<file path="config.mk">
export PLATFORM = sky130hd
export DESIGN_NAME = seg_scan_rx
export DESIGN_NICKNAME = d
export VERILOG_FILES = /design/src/rtl/seg_pkg.sv /design/src/rtl/seg_decode.sv /design/src/rtl/seg_scan_rx.sv
export SDC_FILE = /design/constraint.sdc
export NUM_CORES = 1
export LEC_CHECK = 0
export BUFFER_PORTS_ARGS = -buffer_cell sky130_fd_sc_hd__buf_2
export CAP_MARGIN = 20
export CORE_MARGIN = 3
export CORE_UTILIZATION = 55
export CTS_CLUSTER_DIAMETER = 50
export CTS_CLUSTER_SIZE = 30
export DETAILED_ROUTE_END_ITERATION = 10
export GPL_ROUTABILITY_DRIVEN = 0
export PLACE_DENSITY = 0.9
export SKIP_LAST_GASP = 1
export SYNTH_ARGS = -nofsm -noshare
export SYNTH_HDL_FRONTEND = slang
export SYNTH_SLANG_ARGS = --single-unit
</file>
<file path="constraint.sdc">
create_clock -name clk -period 10.9 [get_ports clk]
set_clock_uncertainty 0.1 [all_clocks]
set_input_delay 1.09 -clock clk [delete_from_list [all_inputs] [get_ports clk]]
set_output_delay 1.09 -clock clk [all_outputs]
set_load 0.1 [all_outputs]
</file>
<file path="src/rtl/seg_pkg.sv">
// Shared 7-segment definitions: active-low segment codes indexed by nibble,
// the all-off pattern, and the scan-reader FSM state encoding.
package seg_pkg;

   localparam logic [6:0] SEG_CODES [16] = '{
      7'h40, 7'h79, 7'h24, 7'h30, 7'h19, 7'h12, 7'h02, 7'h78,
      7'h00, 7'h10, 7'h08, 7'h03, 7'h46, 7'h21, 7'h06, 7'h0E
   };

   localparam logic [6:0] SEG_BLANK = 7'h7F;

   typedef enum logic [1:0] {
      IDLE    = 2'd0,
      SETTLE  = 2'd1,
      CAPTURE = 2'd2,
      HOLD    = 2'd3
   } state_e;

endpackage

</file>
<file path="src/rtl/seg_decode.sv">
// Combinational reverse lookup of an active-low segment pattern into its hex
// nibble, flagging table hits and the all-off (blank) pattern.
module seg_decode
   import seg_pkg::*;
(
   input  logic [6:0] seg_i,
   output logic [3:0] nibble_o,
   output logic       hit_o,
   output logic       blank_o
);

   always_comb begin
      nibble_o = 4'd0;
      hit_o    = 1'b0;
      for (int i = 0; i < 16; i++) begin
         if (seg_i == SEG_CODES[i]) begin
            nibble_o = 4'(i);
            hit_o    = 1'b1;
         end
      end
      blank_o = (seg_i == SEG_BLANK);
   end

endmodule

</file>
<file path="src/rtl/seg_scan_rx.sv">
// Multiplexed 7-segment bus reader: captures each digit once its select and
// segment lines have been stable. Optional decimal point via SEG_SCAN_RX_DP_EN.
module seg_scan_rx
   import seg_pkg::*;
#(
   parameter int DIGITS        = 8,
   parameter int STABLE_CYCLES = 4
) (
   input  logic                  clk,
   input  logic                  rst_n,
   input  logic [6:0]            seg_i,
   input  logic [DIGITS-1:0]     an_i,
`ifdef SEG_SCAN_RX_DP_EN
   input  logic                  dp_i,
   output logic [DIGITS-1:0]     dp_o,
`endif
   output logic [4*DIGITS-1:0]   value_o,
   output logic [DIGITS-1:0]     valid_o,
   output logic [DIGITS-1:0]     blank_o,
   output logic [DIGITS-1:0]     err_o,
   output logic                  upd_o,
   output logic [2:0]            upd_idx_o
);

   localparam int CW = $clog2(STABLE_CYCLES + 1);

   function automatic logic [2:0] low_idx(input logic [DIGITS-1:0] an);
      logic [2:0] idx;
      idx = 3'd0;
      for (int i = 0; i < DIGITS; i++) begin
         if (!an[i]) idx = 3'(i);
      end
      return idx;
   endfunction

   logic [6:0]        seg_q, seg_d, seg_prev_q, seg_prev_d;
   logic [DIGITS-1:0] an_q, an_d, an_prev_q, an_prev_d;
`ifdef SEG_SCAN_RX_DP_EN
   logic              dp_q, dp_d, dp_prev_q, dp_prev_d;
`endif
   state_e            state_q, state_d;
   logic [CW-1:0]     cnt_q, cnt_d;
   logic              upd_q, upd_d;
   logic [2:0]        upd_idx_q, upd_idx_d;

   logic              changed, legal, cap_en;
   logic [2:0]        cap_idx;
   logic [3:0]        dec_nibble;
   logic              dec_hit, dec_blank;

   always_comb begin
      seg_d      = seg_i;
      an_d       = an_i;
      seg_prev_d = seg_q;
      an_prev_d  = an_q;
`ifdef SEG_SCAN_RX_DP_EN
      dp_d       = dp_i;
      dp_prev_d  = dp_q;
`endif
   end

   always_comb begin
      int zeros;
      zeros = 0;
      for (int i = 0; i < DIGITS; i++) begin
         if (!an_q[i]) zeros = zeros + 1;
      end
      legal   = (zeros == 1);
      changed = (seg_q != seg_prev_q) || (an_q != an_prev_q);
`ifdef SEG_SCAN_RX_DP_EN
      changed = changed || (dp_q != dp_prev_q);
`endif
   end

   always_ff @(posedge clk) begin
      if (!rst_n) begin
         state_q <= IDLE;
         cnt_q   <= '0;
      end else begin
         state_q <= state_d;
         cnt_q   <= cnt_d;
      end
   end

   always_comb begin
      state_d = state_q;
      cnt_d   = cnt_q;
      unique case (state_q)
         IDLE: begin
            if (legal) begin
               state_d = SETTLE;
               cnt_d   = CW'(1);
            end
         end
         SETTLE: begin
            if (!legal) begin
               state_d = IDLE;
            end else if (changed) begin
               cnt_d = CW'(1);
            end else if (cnt_q == CW'(STABLE_CYCLES)) begin
               state_d = CAPTURE;
            end else begin
               cnt_d = cnt_q + CW'(1);
            end
         end
         // CAPTURE and HOLD share the same exit rule on a changed sample.
         CAPTURE, HOLD: begin
            if (changed) begin
               state_d = legal ? SETTLE : IDLE;
               cnt_d   = CW'(1);
            end else begin
               state_d = HOLD;
            end
         end
         default: state_d = IDLE;
      endcase
   end

   // The previous sample is the one proven stable when CAPTURE is entered.
   always_comb begin
      cap_en    = (state_q == CAPTURE);
      cap_idx   = low_idx(an_prev_q);
      upd_d     = cap_en;
      upd_idx_d = cap_en ? cap_idx : upd_idx_q;
   end

   seg_decode u_dec (
      .seg_i    (seg_prev_q),
      .nibble_o (dec_nibble),
      .hit_o    (dec_hit),
      .blank_o  (dec_blank)
   );

   always_ff @(posedge clk) begin
      if (!rst_n) begin
         seg_q      <= '0;
         an_q       <= '0;
         seg_prev_q <= '0;
         an_prev_q  <= '0;
`ifdef SEG_SCAN_RX_DP_EN
         dp_q       <= 1'b0;
         dp_prev_q  <= 1'b0;
`endif
         upd_q      <= 1'b0;
         upd_idx_q  <= 3'd0;
      end else begin
         seg_q      <= seg_d;
         an_q       <= an_d;
         seg_prev_q <= seg_prev_d;
         an_prev_q  <= an_prev_d;
`ifdef SEG_SCAN_RX_DP_EN
         dp_q       <= dp_d;
         dp_prev_q  <= dp_prev_d;
`endif
         upd_q      <= upd_d;
         upd_idx_q  <= upd_idx_d;
      end
   end

   assign upd_o     = upd_q;
   assign upd_idx_o = upd_idx_q;

   for (genvar gi = 0; gi < DIGITS; gi++) begin : g_dig
      logic [3:0] val_q, val_d;
      logic       valid_q, valid_d, blank_q, blank_d, err_q, err_d;
      logic       sel;
`ifdef SEG_SCAN_RX_DP_EN
      logic       dpo_q, dpo_d;
`endif

      always_comb begin
         sel     = cap_en && (cap_idx == 3'(gi));
         val_d   = val_q;
         valid_d = valid_q;
         blank_d = blank_q;
         err_d   = err_q;
`ifdef SEG_SCAN_RX_DP_EN
         dpo_d   = dpo_q;
         if (sel) dpo_d = ~dp_prev_q;
`endif
         if (sel) begin
            valid_d = dec_hit;
            blank_d = !dec_hit && dec_blank;
            err_d   = !dec_hit && !dec_blank;
            if (dec_hit) val_d = dec_nibble;
         end
      end

      always_ff @(posedge clk) begin
         if (!rst_n) begin
            val_q   <= 4'd0;
            valid_q <= 1'b0;
            blank_q <= 1'b0;
            err_q   <= 1'b0;
`ifdef SEG_SCAN_RX_DP_EN
            dpo_q   <= 1'b0;
`endif
         end else begin
            val_q   <= val_d;
            valid_q <= valid_d;
            blank_q <= blank_d;
            err_q   <= err_d;
`ifdef SEG_SCAN_RX_DP_EN
            dpo_q   <= dpo_d;
`endif
         end
      end

      assign value_o[4*gi +: 4] = val_q;
      assign valid_o[gi]        = valid_q;
      assign blank_o[gi]        = blank_q;
      assign err_o[gi]          = err_q;
`ifdef SEG_SCAN_RX_DP_EN
      assign dp_o[gi]           = dpo_q;
`endif
   end

endmodule

</file>
==> impl_metrics.py, run 1 <==
metrics = {
    "placed_design": {
        "placed_cells": 649,
        "dp.final_hpwl_um": 7453,
        "placement.cell_area_um2": 4840,
        "buffer_ports.inserted": 76,
    },
    "worst_setup_path": {
        "crit_fanout": 6,
        "critPathMostFrequentCell": "sky130_fd_sc_hd__ha_1",
        "critical_path.startpoint": "an_prev_d[0]$_SDFF_PN0_",
        "critical_path.endpoint_type": "flip-flop",
        "cp_data_arrival_time_ns": 5.44,
        "critPathTopFamily": "compound AO/OA/AOI/OAI gates",
        "path_class": "flip-flop to flip-flop",
        "path_buf_inv": 4,
        "worst_setup_path_start_kind": "flip-flop",
        "critical_path.reg2reg.startpoint": "an_prev_d[0]$_SDFF_PN0_",
        "timing.critical_path.slowest_stage_cell": "sky130_fd_sc_hd__dfxtp_1",
        "data_required_critical_path_ns": 11.08,
        "critical-path-max-stage-delay_ns": 0.39,
    },
    "power_and_ir_drop": {
        "static-leakage-power_nw": 2.244,
        "clock_power_share": 0.301,
        "p_sw_frac": 0.3073,
        "finalPower_mw": 0.7417,
        "p_switching_mw": 0.2279,
        "power-per-cell-area_nw_per_um2": 147.3,
        "power.sequential.fraction": 0.496,
        "vdd_ir_drop_max_uv": 115.2,
        "internal-power_mw": 0.5137,
        "power_frac_comb": 0.203,
    },
    "timing": {
        "final-max-slew-violation-count": 0,
        "timing.final.crit_period_ns": 5.256,
        "timing.final.crit_share": 0.4822,
        "max_freq_ghz": 0.1903,
        "grt_setup_unrepaired": "false",
        "timing.final.hold_violations": 0,
        "report.final.setup_viol": 0,
        "max-slew-margin-rel": 0.3316,
        "finalSetupTns_ns": 0,
        "worst_pin_slew_ns": 1.000,
    },
    "synth": {
        "synth_area_um2": 4638,
        "synth_enable_flop_cells": 0,
        "synth.area.top_cells": "sky130_fd_sc_hd__dfxtp_1 (41%), sky130_fd_sc_hd__mux2i_1 (7.8%), sky130_fd_sc_hd__nor2_1 (5.6%)",
        "synth_seq_area_share": 0.4100,
        "syn-num-nets": 548,
        "unique_masters_post_synth": 59,
        "netlist.area_leader.share": 0.4100,
        "synthesis.yosys.warnings": 0,
        "post_synth_inst_count": 522,
        "asyncSetResetFlopFracSynth": 0,
        "synth_top_cell_by_area": "sky130_fd_sc_hd__dfxtp_1",
        "postSynthRegisterBits": 95,
        "post_synth.cell_area_avg_um2": 8.885,
        "postSynth.topFlopCell": "sky130_fd_sc_hd__dfxtp_1",
    },
    "clock_tree": {
        "cts_max_level": 3,
        "cts_hold_repair.buffers": 0,
        "cts_buffers": 9,
        "postCtsSetupRepairBufs": 0,
        "clk_transition_reported_paths_ns": 0.10,
        "tritoncts_clock_tree": "yes",
        "worst_skew_pair.late_latency_ns": 0.36,
        "clock_path_buffers": 2,
        "clock_sinks": 95,
        "cts-resized-gates": 0,
        "cts.root.buffer_cell": "sky130_fd_sc_hd__clkbuf_8",
    },
    "finish": {
        "final_design_area_no_fill_um2": 5036,
        "areaGrowthSynthToFinish_pct": 8.578,
        "fillCellCount": 647,
        "layoutNonFillerInstCount": 666,
        "drive_above_1_share": 0.1844,
        "num_antenna_cells": 0,
        "nets": 585,
    },
    "detailed_routing": {
        "dr.pass1.iters": 5,
        "met1_routed_length_um": 4458,
        "met3_wirelength_um": 448,
        "drtAntennaViolNets": 0,
        "wl_met2_um": 5255,
        "vias": 3692,
        "detail_route.wirelength_um": 10350,
        "avgRoutedWirePerCell_um": 15.55,
        "drt_first_iter_violations": 189,
        "drc": 0,
        "highest-signal-layer": "met4",
        "post_drt_via_cell_ratio": 5.544,
    },
    "floorplanning": {
        "start_util": 0.5821,
        "design.portCount": 77,
        "floorplan.die.width_um": 97.83,
        "die_area_um2": 9571,
        "rows": 32,
        "core_area_um2": 7968,
        "dieHeight_um": 97.83,
    },
    "grt": {
        "grt.total_usage": 0.2184,
        "grt_first_pass_wirelength_um": 17310,
        "antenna_found_initial": 0,
        "grt.overflow.total": 0,
        "grt_start_max_net_pins": 64,
        "first_global_vias": 3682,
    },
    "job": {
        "cap_viol_max_count": 0,
    },
    "outcome": {
        "outcome": "finished, final reports clean",
    },
    "worst_hold_path": {
        "hold_crit_start": "g_dig[0].err_q$_SDFFE_PN0P_",
        "hold_path_class": "flip-flop to flip-flop",
    },
}
## routing by layer
metal	vias up	GRT usage
met4	0	0.07561
met1	1756	0.2715
met5	-	0
met2	113	0.3817
li1	1806	-
met3	17	0.03714
## power by group through the flow
stage               logic [mW]  registers, mW  clock network, mW
finish                   0.151          0.368              0.223
global route             0.167          0.369              0.240
CTS                      0.150          0.367              0.226
detailed placement       0.148          0.376                  0
global placement         0.139          0.375                  0
floorplan                0.129          0.368                  0
## flip-flops by register name, indices dropped and copies added, names as in the netlist
signal,count
g_dig.blank_q,8
cnt_q,3
an_prev_q,8
an_prev_d,8
g_dig.val_q,32
upd_o,1
seg_prev_d,7
g_dig.err_q,8
seg_prev_q,7
state_q,2
upd_idx_o,3
g_dig.valid_q,8
## final timing paths
path	endpoint	slack, ns	cells past startpoint
setup reg to reg	cnt_q[0]$_SDFFE_PN0P_	5.64	27
setup / recovery	cnt_q[0]$_SDFFE_PN0P_	5.64	27
hold reg to reg	g_dig[0].err_q$_SDFFE_PN0P_	0.38	2
hold / removal	g_dig[0].err_q$_SDFFE_PN0P_	0.38	2
## tightest hold or removal path, delay by kind of cell, from the launching register on
| family | cells | cell delay (ns) |
|---|---|---|
| compound gates | 1 | 0.06 |
| flops | 1 | 0.32 |
| simple gates | 1 | 0.06 |
## synthesized netlist by cell type, types with 2 or more instances
cell,n
sky130_fd_sc_hd__o41ai_1,2
sky130_fd_sc_hd__and2_1,31
sky130_fd_sc_hd__o21ai_0,14
sky130_fd_sc_hd__xor2_1,9
sky130_fd_sc_hd__nand4_1,5
sky130_fd_sc_hd__nor4_1,3
sky130_fd_sc_hd__mux2i_1,36
sky130_fd_sc_hd__nor3_1,7
sky130_fd_sc_hd__inv_1,15
sky130_fd_sc_hd__ha_1,9
sky130_fd_sc_hd__buf_2,11
sky130_fd_sc_hd__clkbuf_1,12
sky130_fd_sc_hd__a21oi_1,25
sky130_fd_sc_hd__a21o_1,2
sky130_fd_sc_hd__buf_6,2
sky130_fd_sc_hd__xnor2_1,21
sky130_fd_sc_hd__buf_4,25
sky130_fd_sc_hd__nor3b_1,2
sky130_fd_sc_hd__and2b_1,2
sky130_fd_sc_hd__and3_1,2
sky130_fd_sc_hd__a22oi_1,8
sky130_fd_sc_hd__nand2b_1,10
sky130_fd_sc_hd__xnor3_1,3
sky130_fd_sc_hd__o211a_1,2
sky130_fd_sc_hd__nor2_1,69
sky130_fd_sc_hd__a211oi_1,4
sky130_fd_sc_hd__a31oi_1,5
sky130_fd_sc_hd__dfxtp_1,95
sky130_fd_sc_hd__o21ai_1,4
sky130_fd_sc_hd__nand3_1,11
sky130_fd_sc_hd__nor2b_1,10
sky130_fd_sc_hd__and3b_1,2
sky130_fd_sc_hd__nand2_1,36
sky130_fd_sc_hd__buf_1,3
## cells in the final DEF, fill, tap and decap left out, drive strengths merged, types with 3 or more instances in the layout
| master | n |
|---|---|
| xnor3 | 3 |
| nand2 | 36 |
| mux2i | 36 |
| a21oi | 26 |
| o21ai | 19 |
| nand3 | 11 |
| a211oi | 4 |
| a22oi | 8 |
| nor2 | 70 |
| xnor2 | 22 |
| nand4 | 5 |
| xor2 | 9 |
| dfxtp | 95 |
| nor2b | 10 |
| nor4 | 3 |
| and2 | 32 |
| clkinv | 3 |
| buf | 79 |
| ha | 9 |
| nand2b | 10 |
| clkbuf | 9 |
| nor3 | 7 |
| inv | 17 |
| a31oi | 5 |
## cells by family (layout without fill, tap and decap cells)
family / count (synthesis) / count (layout) / share of synthesized area
AOI/OAI and AO/OA: 78 / 78 / 0.1098
muxes: 36 / 36 / 0.07769
DFF: 95 / 95 / 0.4100
and+or+nand+nor: 200 / 200 / 0.2147
adders and majority gates: 10 / 10 / 0.02644
xor gates and xnor gates: 35 / 35 / 0.07985
buffers and inverters: 68 / 110 / 0.08146
## layout make-up
cell class / instances / area [µm²] / share of cell area
Sequential cell: 95 / 1902 / 0.3776
Clock inverter: 7 / 67.56 / 0.01342
Inverter: 15 / 56.30 / 0.01118
Multi-Input combinational cell: 359 / 2359 / 0.4683
Tap cell: 102 / 127.6 / 0.02534
Timing Repair Buffer: 79 / 400.4 / 0.07950
Clock buffer: 9 / 123.9 / 0.02460
## through the flow
| step | hold WS (ns) | worst slack, ns | utilization |
|---|---|---|---|
| after detailed placement | 0.3552 | 5.677 | 0.6074 |
| after global placement | 0.3417 | 5.930 | 0.6074 |
| final | 0.3769 | 5.644 | 0.6321 |
| after global routing | 0.3985 | 5.166 | 0.6321 |
| after floorplan | 0.3367 | 6.129 | - |
| after CTS | 0.3690 | 5.648 | 0.6314 |
Note: power is estimated with default switching activity, not from simulation.
==> run 2, diff against run 1 <==
Settings changed: ABC_AREA from default to 1, CORE_UTILIZATION 55 to 50, PLACE_DENSITY 0.9 to 0.87.
Clock period 10.9 ns to 4.6 ns, I/O delays scaled along.
==> run 2 against run 1 <==
Total power up 120%. Area after synthesis down 4.7%. Routed wire length down 3.1%. Flip-flop and latch count unchanged. Highest routed layer unchanged.
==> impl_metrics.py, run 2 <==
metrics = {
    "outcome": {
        "outcome": "finished, final reports clean",
    },
    "detailed_routing": {
        "detail_route.wirelength_um": 10040,
        "avgRoutedWirePerCell_um": 13.24,
        "post_drt_via_cell_ratio": 5.142,
        "drt_first_iter_violations": 182,
        "dr.pass1.iters": 5,
        "vias": 3898,
        "drtAntennaViolNets": 0,
        "drc": 0,
    },
    "synth": {
        "syn-num-nets": 623,
        "postSynthRegisterBits": 95,
        "unique_masters_post_synth": 36,
        "synth_enable_flop_cells": 0,
        "synth_seq_area_share": 0.4305,
        "post_synth.cell_area_avg_um2": 7.400,
        "synth_area_um2": 4418,
        "synth.area.top_cells": "sky130_fd_sc_hd__dfxtp_1 (43%), sky130_fd_sc_hd__nand2_1 (8.8%), sky130_fd_sc_hd__inv_1 (7.9%)",
        "synth_top_cell_by_area": "sky130_fd_sc_hd__dfxtp_1",
        "postSynth.topFlopCell": "sky130_fd_sc_hd__dfxtp_1",
        "synthTopCellsByCount": "sky130_fd_sc_hd__nand2_1 (103), sky130_fd_sc_hd__dfxtp_1 (95), sky130_fd_sc_hd__inv_1 (93)",
        "synth.most_common_cell": "sky130_fd_sc_hd__nand2_1",
        "synthesis.yosys.warnings": 0,
        "asyncSetResetFlopFracSynth": 0,
        "post_synth_inst_count": 597,
        "netlist.area_leader.share": 0.4305,
    },
    "worst_hold_path": {
        "hold_path_class": "primary input to flip-flop",
        "min_path_cells": 3,
    },
    "finish": {
        "multiInputGateArea_um2": 1937,
        "num_antenna_cells": 0,
        "drive_above_1_share": 0.1930,
        "max_flop_register": "g_dig.val_q",
        "largest_register_ff_count": 32,
        "layout.area.seq_um2": 1904,
        "nets": 674,
        "layout.cells.most_common_list": "sky130_fd_sc_hd__nand2_1 (98), sky130_fd_sc_hd__inv_1 (93), sky130_fd_sc_hd__dfxtp_1 (93)",
        "areaGrowthSynthToFinish_pct": 11.44,
        "layout_commonest_cell": "sky130_fd_sc_hd__nand2_1",
        "fin_util": 0.5874,
        "fillCellCount": 753,
    },
    "grt": {
        "first_global_vias": 3712,
        "antenna_found_initial": 0,
        "grt.total_usage": 0.2001,
        "grt.overflow.total": 0,
        "grt_start_max_net_pins": 86,
        "grt_first_pass_wirelength_um": 16430,
    },
    "power_and_ir_drop": {
        "power-per-cell-area_nw_per_um2": 338.7,
        "vdd_ir_drop_max_uv": 162.9,
        "static-leakage-power_nw": 2.529,
    },
    "floorplanning": {
        "design.portCount": 77,
        "rows": 33,
        "start_util": 0.5271,
        "floorplan.die.width_um": 100,
        "dieHeight_um": 100,
        "die_area_um2": 10000,
        "core_area_um2": 8382,
    },
    "worst_setup_path": {
        "critPathMostFrequentCell": "sky130_fd_sc_hd__nand2_1",
        "cp_data_arrival_time_ns": 4.50,
        "critical-path-max-stage-delay_ns": 0.37,
        "path_class": "flip-flop to flip-flop",
        "data_required_critical_path_ns": 4.81,
        "timing.critical_path.slowest_stage_cell": "sky130_fd_sc_hd__dfxtp_2",
        "reg2reg_depth": 29,
        "worst_setup_path_start_kind": "flip-flop",
        "critical_path.endpoint_type": "flip-flop",
        "crit_fanout": 5,
    },
    "timing": {
        "report.final.setup_viol": 0,
        "max-slew-margin-rel": 0.4130,
        "timing.final.crit_period_ns": 4.292,
        "final-max-slew-violation-count": 0,
        "timing.final.hold_violations": 0,
        "max_freq_ghz": 0.2330,
        "worst_pin_slew_ns": 0.8783,
        "fin_hold_ws_ns": 0.1607,
        "timing.final.crit_share": 0.9331,
    },
    "clock_tree": {
        "tritoncts_clock_tree": "yes",
        "worst_skew_pair.late_latency_ns": 0.37,
        "cts_max_level": 3,
        "clock_sinks": 95,
        "cts_buffers": 9,
        "cts.root.buffer_cell": "sky130_fd_sc_hd__clkbuf_8",
        "cts_hold_repair.buffers": 0,
        "clock_path_buffers": 2,
        "clk_transition_reported_paths_ns": 0.10,
    },
    "placed_design": {
        "dp.final_hpwl_um": 7012,
        "buffer_ports.inserted": 76,
    },
    "job": {
        "cap_viol_max_count": 0,
    },
}
[run 2: changes by cell type in the layout (fill, tap and decap cells not counted), moves of 9 or more]
cell	previous run	this run
sky130_fd_sc_hd__inv_1	14	93
sky130_fd_sc_hd__nand2_1	36	98
sky130_fd_sc_hd__mux2i_1	36	0
sky130_fd_sc_hd__a21oi_1	25	56
sky130_fd_sc_hd__and2_1	31	1
sky130_fd_sc_hd__o21ai_0	14	32
sky130_fd_sc_hd__o21ai_1	4	22
sky130_fd_sc_hd__nor2_1	69	54
sky130_fd_sc_hd__nand3_1	11	24
sky130_fd_sc_hd__nand2b_1	10	0
sky130_fd_sc_hd__nor2b_1	10	0
sky130_fd_sc_hd__nor2_4	0	9
sky130_fd_sc_hd__xnor2_1	21	12
[run 2: kinds of logic after synthesis]
logic type	Yosys count	share of synthesized area
AND/OR/NAND/NOR	216	0.2243
AO/OA/AOI/OAI	124	0.1478
adder cells (fa/ha/maj)	9	0.02549
flip-flops	95	0.4305
XOR/XNOR	16	0.03172
buffers and inverters	137	0.1402
[run 2: layout make-up]
| class | count | area share |
|---|---|---|
| Clock buffer | 10 | 0.02592 |
| Timing Repair Buffer | 79 | 0.08183 |
| Sequential cell | 95 | 0.3868 |
| Multi-Input combinational cell | 365 | 0.3934 |
| Tap cell | 105 | 0.02668 |
| Inverter | 98 | 0.07471 |
| Clock inverter | 6 | 0.01067 |
[run 2: metrics by stage]
stage | area (µm²) | TNS (ns) | setup slack [ns] | instances | power [mW]
after floorplan | 4418 | 0 | 0.5060 | 597 | 1.087
after global placement | 4686 | 0 | 0.3573 | 740 | 1.122
after detailed placement | 4686 | 0 | 0.1256 | 740 | 1.138
after CTS | 4866 | 0 | 0.1067 | 756 | 1.646
after global routing | 4923 | -0.04419 | -0.04419 | 758 | 1.752
final | 4923 | 0 | 0.3075 | 758 | 1.668
[run 2: where the power goes]
part,internal [mW],switching (mW)
sequential,0.844,0.0228
combinational,0.105,0.177
clock,0.205,0.314
[run 2: critical path, delay by kind of cell (launching register included)]
family | cells | cell delay [ns]
AND/OR/NAND/NOR | 17 | 1.81
adder cells (fa/ha/maj) | 6 | 1.57
flip-flops | 1 | 0.37
buffers and inverters | 5 | 0.32
AO/OA/AOI/OAI | 1 | 0.06
[run 2: worst paths after layout]
path                             from                        to  slack (ns)
min reg2reg  seg_prev_d[5]$_SDFF_PN0_  seg_prev_q[5]$_SDFF_PN0_        0.34
min                           an_i[4]   an_prev_d[4]$_SDFF_PN0_        0.16
max reg2reg   an_prev_d[1]$_SDFF_PN0_     cnt_q[2]$_SDFFE_PN0P_        0.31
max           an_prev_d[1]$_SDFF_PN0_     cnt_q[2]$_SDFFE_PN0P_        0.31
[run 2: repair_timing]
item | CTS | global route
endpoints found under the setup margin | 0 | 5
resized for setup | 0 | 10
setup buffers | 0 | 2
[run 2: metal layers]
| layer | vias up | global-route usage | wire (µm) |
|---|---|---|---|
| li1 | 1969 | - | - |
| met1 | 1808 | 0.2489 | 4224 |
| met2 | 100 | 0.3463 | 5102 |
| met3 | 21 | 0.03336 | 523 |
| met4 | 0 | 0.07772 | 184 |
| met5 | - | 0 | 0 |
==> run 3, diff against run 2 <==
Settings changed: CORE_UTILIZATION 50 to 51, PLACE_DENSITY 0.87 to 0.88, SYNTH_HIERARCHICAL from default to 1.
==> run 3 against run 2 <==
Die area is 3.0% higher. Combinational power rose by 14%. Via count is 6.6% higher. First-iteration DRC count grew 26%. Core utilization increased by 0.51 points. Sequential power hardly changed. Fmax is 1.4% lower. Critical endpoint is now cnt_q[1]$_SDFFE_PN0P_. Largest power group unchanged. Highest routed layer unchanged.
==> impl_metrics.py, run 3 <==
metrics = {
    "finish": {
        "num_antenna_cells": 0,
        "max_flop_register": "g_dig.val_q",
        "layoutNonFillerInstCount": 816,
        "fillCellCount": 766,
        "drive_above_1_share": 0.2373,
        "fin_util": 0.5925,
        "nets": 729,
        "layout_commonest_cell": "sky130_fd_sc_hd__nand2_1",
        "layout.cells.most_common_list": "sky130_fd_sc_hd__nand2_1 (110), sky130_fd_sc_hd__nor2_1 (94), sky130_fd_sc_hd__dfxtp_1 (93)",
        "areaGrowthSynthToFinish_pct": 12.19,
        "largest_register_ff_count": 32,
    },
    "detailed_routing": {
        "avgRoutedWirePerCell_um": 12.80,
        "drt_first_iter_violations": 230,
        "drtAntennaViolNets": 0,
        "detail_route.wirelength_um": 10450,
        "vias": 4154,
        "dr.pass1.iters": 5,
        "post_drt_via_cell_ratio": 5.091,
        "drc": 0,
    },
    "synth": {
        "synth_area_um2": 4651,
        "synthTopCellsByCount": "sky130_fd_sc_hd__nand2_1 (115), sky130_fd_sc_hd__dfxtp_1 (95), sky130_fd_sc_hd__nor2_1 (94)",
        "synth_seq_area_share": 0.4089,
        "postSynthRegisterBits": 95,
        "asyncSetResetFlopFracSynth": 0,
        "syn-num-nets": 676,
        "netlist.area_leader.share": 0.4089,
        "synth.most_common_cell": "sky130_fd_sc_hd__nand2_1",
        "synthesis.yosys.warnings": 6,
        "postSynth.topFlopCell": "sky130_fd_sc_hd__dfxtp_1",
        "synth_top_cell_by_area": "sky130_fd_sc_hd__dfxtp_1",
        "synth_enable_flop_cells": 0,
        "post_synth.cell_area_avg_um2": 7.155,
        "post_synth_inst_count": 650,
        "unique_masters_post_synth": 39,
        "synth.area.top_cells": "sky130_fd_sc_hd__dfxtp_1 (41%), sky130_fd_sc_hd__nand2_1 (9.3%), sky130_fd_sc_hd__nor2_1 (7.6%)",
    },
    "power_and_ir_drop": {
        "power-per-cell-area_nw_per_um2": 330.4,
        "vdd_ir_drop_max_uv": 260.1,
        "static-leakage-power_nw": 2.652,
    },
    "placed_design": {
        "dp_worst_setup_slack_ns": -0.1869,
        "buffer_ports.inserted": 76,
        "dp.final_hpwl_um": 7626,
        "placed_cells": 795,
    },
    "worst_setup_path": {
        "path_class": "flip-flop to flip-flop",
        "setup.reg_to_reg.worst_slack_ns": 0.25,
        "path_buf_inv": 5,
        "crit_fanout": 5,
        "cp_data_arrival_time_ns": 4.56,
        "critical_path.endpoint_type": "flip-flop",
        "critical-path-max-stage-delay_ns": 0.34,
        "critPathMostFrequentCell": "sky130_fd_sc_hd__nand2_2",
        "worst_setup_path_start_kind": "flip-flop",
        "data_required_critical_path_ns": 4.81,
        "timing.critical_path.slowest_stage_cell": "sky130_fd_sc_hd__dfxtp_2",
        "critPathTopFamily": "simple AND/OR/NAND/NOR gates",
    },
    "floorplanning": {
        "design.portCount": 77,
        "floorplan.die.width_um": 101.5,
        "start_util": 0.5281,
        "core_area_um2": 8806,
        "dieHeight_um": 101.5,
        "rows": 34,
        "die_area_um2": 10300,
    },
    "timing": {
        "finalWorstSetupSlack_ns": 0.2482,
        "final-max-slew-violation-count": 0,
        "max_freq_ghz": 0.2298,
        "grt_setup_unrepaired": "false",
        "timing.final.crit_share": 0.9460,
        "max-slew-margin-rel": 0.4218,
        "fin_hold_ws_ns": 0.1709,
        "report.final.setup_viol": 0,
        "timing.final.hold_violations": 0,
        "worst_pin_slew_ns": 0.8664,
        "timing.final.crit_period_ns": 4.352,
        "finalSetupTns_ns": 0,
    },
    "grt": {
        "grt.overflow.total": 0,
        "grt.total_usage": 0.2047,
        "first_global_vias": 3930,
        "grt_first_pass_wirelength_um": 17130,
        "antenna_found_initial": 0,
        "grt_start_max_net_pins": 68,
    },
    "clock_tree": {
        "clk_transition_reported_paths_ns": 0.10,
        "clock_path_buffers": 2,
        "cts_max_level": 3,
        "cts_buffers": 9,
        "clock_sinks": 95,
        "cts.root.buffer_cell": "sky130_fd_sc_hd__clkbuf_8",
        "cts_hold_repair.buffers": 0,
        "tritoncts_clock_tree": "yes",
        "worst_skew_pair.late_latency_ns": 0.36,
    },
    "worst_hold_path": {
        "hold_path_class": "primary input to flip-flop",
    },
    "job": {
        "cap_viol_max_count": 0,
    },
    "outcome": {
        "outcome": "finished, final reports clean",
    },
}
==> run 3: cell count changes after synthesis, moves of 7 or more <==
cell                      delta
sky130_fd_sc_hd__nand2_2    +11
sky130_fd_sc_hd__nor2_4      -7
sky130_fd_sc_hd__a21oi_1    -22
sky130_fd_sc_hd__o21ai_1    -19
sky130_fd_sc_hd__a31oi_1     -7
sky130_fd_sc_hd__nand3_1    +19
sky130_fd_sc_hd__nand2_1    +12
sky130_fd_sc_hd__nor2_1     +39
==> run 3: report_power, final <==
| group | switching (mW) | internal, mW | leakage (nW) | total, mW |
|---|---|---|---|---|
| sequential | 0.0230 | 0.843 | 0.772 | 0.866 |
| clock | 0.326 | 0.213 | 0.0970 | 0.539 |
| combinational | 0.193 | 0.126 | 1.78 | 0.319 |
| total | 0.542 | 1.18 | 2.65 | 1.72 |
==> run 3: per-stage QoR <==
| stage | total power [mW] | area (µm²) |
|---|---|---|
| after global routing | 1.804 | 5218 |
| after detailed placement | 1.163 | 4918 |
| after floorplan | 1.102 | 4651 |
| after global placement | 1.141 | 4918 |
| final | 1.724 | 5218 |
| after CTS | 1.699 | 5142 |
==> run 3: path summary, 6_finish.rpt <==
path	startpoint	end	depth (start not counted)
setup / recovery	an_prev_d[0]$_SDFF_PN0_	cnt_q[1]$_SDFFE_PN0P_	30
hold / removal	seg_i[1]	seg_prev_d[1]$_SDFF_PN0_	3
setup reg to reg	an_prev_d[0]$_SDFF_PN0_	cnt_q[1]$_SDFFE_PN0P_	30
hold reg to reg	seg_prev_d[5]$_SDFF_PN0_	seg_prev_q[5]$_SDFF_PN0_	2
==> run 3: layer usage <==
layer	GRT usage	up-vias	part of all wire
met3	0.03581	28	0.049
met4	0.08078	0	0.026
li1	-	2096	-
met5	0	-	0
met2	0.3637	119	0.50
met1	0.2445	1911	0.42
==> run 3: what timing repair did <==
| item | in CTS | in global routing |
|---|---|---|
| resized for setup | 5 | 13 |
| pin swaps | 2 | 15 |
| setup buffers | 1 | 4 |
| setup endpoints to repair | 5 | 5 |
==> run 3: tightest hold or removal path: cells and delay by family <==
family | cells | cell delay, ns
buf+inv | 2 | 0.11
simple gates | 1 | 0.04
==> run 3: logic make-up (layout without fill, tap and decap cells) <==
logic type      count (synthesis)  after routing  share of synthesized area
buf+inv                       145            203                     0.1418
fa+ha+maj                       9              9                    0.02421
xor+xnor                       16             16                    0.03013
compound gates                 75             75                    0.08501
simple gates                  310            310                     0.3099
flops                          95             95                     0.4089
==> run 3: area by class of cell <==
| type | count | area [µm²] | area share |
|---|---|---|---|
| Inverter | 103 | 389.1 | 0.07458 |
| Sequential cell | 95 | 1904 | 0.3650 |
| Clock buffer | 9 | 123.9 | 0.02374 |
| Multi-Input combinational cell | 410 | 2152 | 0.4125 |
| Tap cell | 108 | 135.1 | 0.02590 |
| Clock inverter | 7 | 72.57 | 0.01391 |
| Timing Repair Buffer | 84 | 440.4 | 0.08441 |
